## src/rtl/apb_slave_regfile.sv

```systemverilog
// apb_slave_regfile
//
// APB responder holding a DEPTH-word register file. Every transfer is stretched
// by a programmable number of wait states (wait_cfg, captured in the setup
// cycle). Misaligned or out-of-range addresses complete with Pslverr.
// All outputs come straight from flops.
//
// Ports:
//   Pclk      - clock, rising edge
//   Preset    - synchronous active-high reset; clears FSM, outputs and memory
//   Psel      - slave select
//   Penable   - access phase indicator
//   Pwrite    - 1 = write, 0 = read
//   Paddr     - byte address (word index taken from bits [log2(DEPTH)+1:2])
//   Pdata     - write data
//   wait_cfg  - wait states per transfer (0..15), sampled in the setup cycle
//   Prdata    - read data, meaningful only while Pready is high
//   Pready    - high for exactly the one cycle in which the transfer completes
//   Pslverr   - error response, meaningful only while Pready is high

module apb_slave_regfile #(
    parameter int DSIZE = 32,
    parameter int ASIZE = 32,
    parameter int DEPTH = 16
) (
    input  logic             Pclk,
    input  logic             Preset,
    input  logic             Psel,
    input  logic             Penable,
    input  logic             Pwrite,
    input  logic [ASIZE-1:0] Paddr,
    input  logic [DSIZE-1:0] Pdata,
    input  logic [3:0]       wait_cfg,
    output logic [DSIZE-1:0] Prdata,
    output logic             Pready,
    output logic             Pslverr
);

    localparam int               IW         = $clog2(DEPTH);
    localparam logic [ASIZE-1:0] ADDR_LIMIT = ASIZE'(4 * DEPTH);

    typedef enum logic [1:0] {
        IDLE,
        WAIT,
        RESP
    } state_t;

    state_t           state;
    state_t           state_next;
    logic [3:0]       wait_cnt;
    logic [3:0]       wait_cnt_next;
    logic             ready_next;
    logic             slverr_next;
    logic [DSIZE-1:0] rdata_next;
    logic             write_en;

    logic [DSIZE-1:0] mem [DEPTH];
    logic [IW-1:0]    idx;
    logic             addr_err;
    logic [DSIZE-1:0] resp_rdata;

    assign idx      = Paddr[IW+1:2];
    assign addr_err = (Paddr >= ADDR_LIMIT) || (Paddr[1:0] != 2'b00);

    // Read data presented with the response; writes and errors return zero.
    assign resp_rdata = (!Pwrite && !addr_err) ? mem[idx] : '0;

    // Next-state and next-output logic. The response (Pready, Prdata,
    // Pslverr) is computed one cycle early so it can be registered on the
    // same edge that moves the FSM into RESP.
    always_comb begin
        state_next    = state;
        wait_cnt_next = wait_cnt;
        ready_next    = 1'b0;
        slverr_next   = 1'b0;
        rdata_next    = '0;
        write_en      = 1'b0;

        case (state)
            IDLE: begin
                // An access phase without a preceding setup is ignored.
                if (Psel && !Penable) begin
                    wait_cnt_next = wait_cfg;
                    if (wait_cfg == 4'd0) begin
                        state_next  = RESP;
                        ready_next  = 1'b1;
                        slverr_next = addr_err;
                        rdata_next  = resp_rdata;
                    end else begin
                        state_next = WAIT;
                    end
                end
            end

            WAIT: begin
                if (!Psel) begin
                    // Master abandoned the transfer: nothing is committed.
                    state_next    = IDLE;
                    wait_cnt_next = '0;
                end else begin
                    wait_cnt_next = wait_cnt - 4'd1;
                    if (wait_cnt == 4'd1) begin
                        state_next  = RESP;
                        ready_next  = 1'b1;
                        slverr_next = addr_err;
                        rdata_next  = resp_rdata;
                    end
                end
            end

            RESP: begin
                // Completion edge: commit a legal write, then drop the response.
                state_next = IDLE;
                write_en   = Psel && Penable && Pwrite && !addr_err;
            end

            default: begin
                state_next = IDLE;
            end
        endcase
    end

    // State, registered outputs and register file storage.
    always_ff @(posedge Pclk) begin
        if (Preset) begin
            state    <= IDLE;
            wait_cnt <= '0;
            Pready   <= 1'b0;
            Pslverr  <= 1'b0;
            Prdata   <= '0;
            for (int i = 0; i < DEPTH; i++) begin
                mem[i] <= '0;
            end
        end else begin
            state    <= state_next;
            wait_cnt <= wait_cnt_next;
            Pready   <= ready_next;
            Pslverr  <= slverr_next;
            Prdata   <= rdata_next;
            if (write_en) begin
                mem[idx] <= Pdata;
            end
        end
    end

endmodule

```

## config.mk

```make
export PLATFORM = sky130hd
export DESIGN_NAME = apb_slave_regfile
export DESIGN_NICKNAME = d
export VERILOG_FILES = /design/src/rtl/apb_slave_regfile.sv
export SDC_FILE = /design/constraint.sdc
export NUM_CORES = 1
export LEC_CHECK = 0
export ABC_AREA = 1
export BUFFER_PORTS_ARGS = -buffer_cell sky130_fd_sc_hd__buf_2
export CAP_MARGIN = 20
export CORE_MARGIN = 4
export CORE_UTILIZATION = 40
export CTS_CLUSTER_DIAMETER = 40
export CTS_CLUSTER_SIZE = 8
export DETAILED_ROUTE_END_ITERATION = 7
export GPL_TIMING_DRIVEN = 0
export PLACE_DENSITY = 0.57
export SYNTH_ARGS = -nofsm -noshare
export SYNTH_HDL_FRONTEND = slang
export SYNTH_SLANG_ARGS = --single-unit
```

## constraint.sdc

```tcl
create_clock -name Pclk -period 2.9 [get_ports Pclk]
set_input_delay 0.145 -clock Pclk [delete_from_list [all_inputs] [get_ports Pclk]]
set_output_delay 0.145 -clock Pclk [all_outputs]
set_load 0.005 [all_outputs]
```

==> results_dict.tcl <==
set metrics [dict create \
    clock_latency_ns 0.65 \
    grt_pass1_vias 20604 \
    routed_wl_mm 92.9 \
    powerDensity_nw_per_um2 702 \
    first_pass_iters 6 \
    post_dp_cell_area_sq_um 27900 \
    synth_top_cells_by_count "nand2_1 (902), nor2_1 (820), edfxtp_1 (512)" \
    r2r_end "mem[5][15]$_SDFFCE_PN0P_" \
    tightestPinTransition_ns 1.26 \
    pin_count 107 \
    place_hpwl_mm 60.0 \
    multi_input_area_sq_um 7780 \
    power_leakage_nw 14.7 \
    antenna_left 0 \
    netlist_instances 2991 \
    setup_viol 0 \
    regArea_sq_um 16200 \
    reg2reg_setup_slack_ns 0.09 \
    combPwrFrac 0.075 \
    grt_use_total 0.262 \
    seq_power_share 0.403 \
    die-height_um 263 \
    cp-endpoint "mem[5][15]$_SDFFCE_PN0P_" \
    drc_errors 0 \
    clock_sinks 552 \
    port_buffers 104 \
    die_w_um 263 \
    async_flop_share 0 \
    core-area_sq_um 64300 \
    yosys_most_used_dff "edfxtp_1" \
    utilization 0.494 \
    drtIter0Drc 2703 \
    r2r-start "state[1]$_SDFFE_PP0P_" \
    drv_cap 0 \
    syn-cell-area_sq_um 25900 \
    rows 93 \
    via_count 21467 \
    rr_worst_depth 8 \
    syn_nets 3066 \
    rsz0062_at_grt "false" \
    synth_edf_count 512 \
    place.gp.congestion 0.879 \
    h-tree-depth 3 \
    yosysTopAreaCell "edfxtp_1" \
    ys_ff_latch 552 \
    vias_per_cell 5.11 \
    cts_tree "done" \
    cp.arrival_ns 3.15 \
    final_nets 3338 \
    numCtsBuffers 97 \
    crit_path_end_kind "flip-flop" \
    cp.required_ns 3.23 \
    period_minus_slack_ns 2.82 \
    yosys-top-cells-area "edfxtp_1 (59%), nand2_1 (13%), nor2_1 (12%), inv_1 (5.1%), dfxtp_1 (3.1%)" \
    relSlewSlack 0.159 \
    crit_path_max_fanout 19 \
    min_period_over_period 0.971 \
    design_area_sq_um 31800 \
    whs_ns 0.100 \
    crit_start "Preset" \
    clkTransAtPathRegs_ns 0.04 \
    hold_viol 0 \
    drive_gt1_frac 0.0965 \
    post-place-ws_ns -0.827 \
    syn_to_final_growth_pct 22.7 \
    avgSynthCellArea_sq_um 8.66 \
    swShare 0.237 \
    n_fill_cell 6079 \
    synth_most_common_cell "nand2_1" \
    wire_per_inst_um 22.1 \
    crit_type "primary input to flip-flop" \
    die_area_sq_um 68900 \
    fin_ws_ns 0.0827 \
    start_kind "primary input" \
    ir_drop_uv 362 \
    p_int_mw 17.0 \
    p_clk_frac 0.522 \
    grt_max_degree 26 \
    cts_root_buf "clkbuf_16" \
    clockBufferDepth 3 \
    synth_top_area_frac 0.593 \
    max_freq_mhz 355 \
    p_switching_mw 5.30 \
    antenna_found_initial 1 \
    tns_ns 0 \
    synth.yosys.seq_area_share 0.624 \
    maxSlewViolCount 0 \
    min_path_type "primary input to flip-flop" \
    ys_types 28 \
    synth_warnings 0 \
    gr-total-overflow 0 \
    grt_pass1_wl_mm 133 \
    fin_skew_ns 0.0356 \
    start_util 0.403 \
    outcome "finished clean" \
]
## flip-flops by register name (all words and copies together), names as in the netlist
name,cells
Pready,1
Prdata,32
Pslverr,1
state,2
wait_cnt,4
mem,512
## worst min path at each step
stage | slack (ns) | to | from | depth (start not counted)
after floorplan | 0.21 | state[0]$_SDFFE_PP0P_ | Preset | 1
after global placement | 0.33 | state[0]$_SDFFE_PP0P_ | Preset | 2
after detailed placement | 0.35 | state[0]$_SDFFE_PP0P_ | Preset | 2
after CTS | 0.04 | wait_cnt[1]$_SDFFE_PP0P_ | Penable | 5
after global routing | 0.14 | wait_cnt[1]$_SDFFE_PP0P_ | Penable | 5
final | 0.10 | wait_cnt[1]$_SDFFE_PP0P_ | Penable | 5
## worst max-delay path: stages
cell and delay, ns:
dlygate4sd3_1 0.54, buf_2 0.14, inv_2 0.07, nand4_1 0.13, nor3_4 0.24, buf_12 0.15, buf_4 0.18, nand4_1 0.42
clkbuf_1 0.49, nand2_4 0.38, buf_12 0.23
## layout make-up
| cell class | count | area share |
|---|---|---|
| flip-flops and latches | 552 | 0.508 |
| multi-input cells | 1898 | 0.245 |
| clock buffers | 152 | 0.0886 |
| repair buffers | 173 | 0.0437 |
| inverters | 358 | 0.0422 |
| well taps | 855 | 0.0336 |
| plain buffers | 183 | 0.0225 |
| clock inverters | 32 | 0.0160 |
| diodes | 1 | 0.0000787 |
## cell usage in the layout, fill, tap and decap left out, types with 2 or more instances in the layout
cell and instances:
clkbuf_16 101, nand2_1 886, nand2_4 8, bufinv_16 11, nor2_1 820, buf_2 114, nand4_1 12, inv_1 355
a21oi_1 5, nand3_1 9, nor2_2 2, ha_1 2, o21ai_0 37, inv_2 2, nand4_2 7, buf_12 17
dfxtp_1 40, clkinvlp_4 6, buf_8 5, buf_4 8, clkinv_2 10, edfxtp_1 512, nand2_2 7, clkbuf_2 7
buf_1 19, o21bai_1 93, clkbuf_1 186, dlygate4sd3_1 41, clkinv_4 2, clkbuf_8 10
## per-stage QoR
| step | cells | power, mW |
|---|---|---|
| after global routing | 4203 | 23.0 |
| after floorplan | 2991 | 10.1 |
| after CTS | 4198 | 22.3 |
| after global placement | 3950 | 10.7 |
| final | 4204 | 22.3 |
| after detailed placement | 3970 | 10.7 |
## cells by family (layout without fill, tap and decap cells)
kind of cell | count (synthesis) | after routing | synth area share
xor gates and xnor gates | 1 | 1 | 0.000338
DFF | 552 | 552 | 0.624
other | 0 | 1 | 0
adders and majority gates | 2 | 2 | 0.000965
and+or+nand+nor | 1757 | 1757 | 0.260
buffers and inverters | 541 | 898 | 0.0791
AOI/OAI and AO/OA | 138 | 138 | 0.0358
## power groups by stage
| stage | combinational [mW] | sequential [mW] | clock (mW) |
|---|---|---|---|
| 2_1_floorplan | 0.914 | 9.14 | 0 |
| 3_3_place_gp | 1.50 | 9.17 | 0 |
| 3_5_place_dp | 1.59 | 9.16 | 0 |
| 4_1_cts | 1.65 | 9.01 | 11.7 |
| 5_1_grt | 1.82 | 9.02 | 12.1 |
| 6_report | 1.68 | 9.01 | 11.7 |
## layer usage
metal	GRT usage	up-vias	wire length, um
li1	-	9830	-
met1	0.349	10220	36400
met2	0.425	1189	42600
met3	0.0522	228	10200
met4	0.102	0	3810
met5	0	-	0
## repair_timing
action                                  4_1_cts  5_1_grt
buffers inserted                              3        4
hold endpoints to repair                    197        0
endpoints found under the setup margin      442      131
gates resized for setup                      12        9
pin swaps                                     2        0
hold buffers                                 41        0
Power figures use the tool's default switching activity.
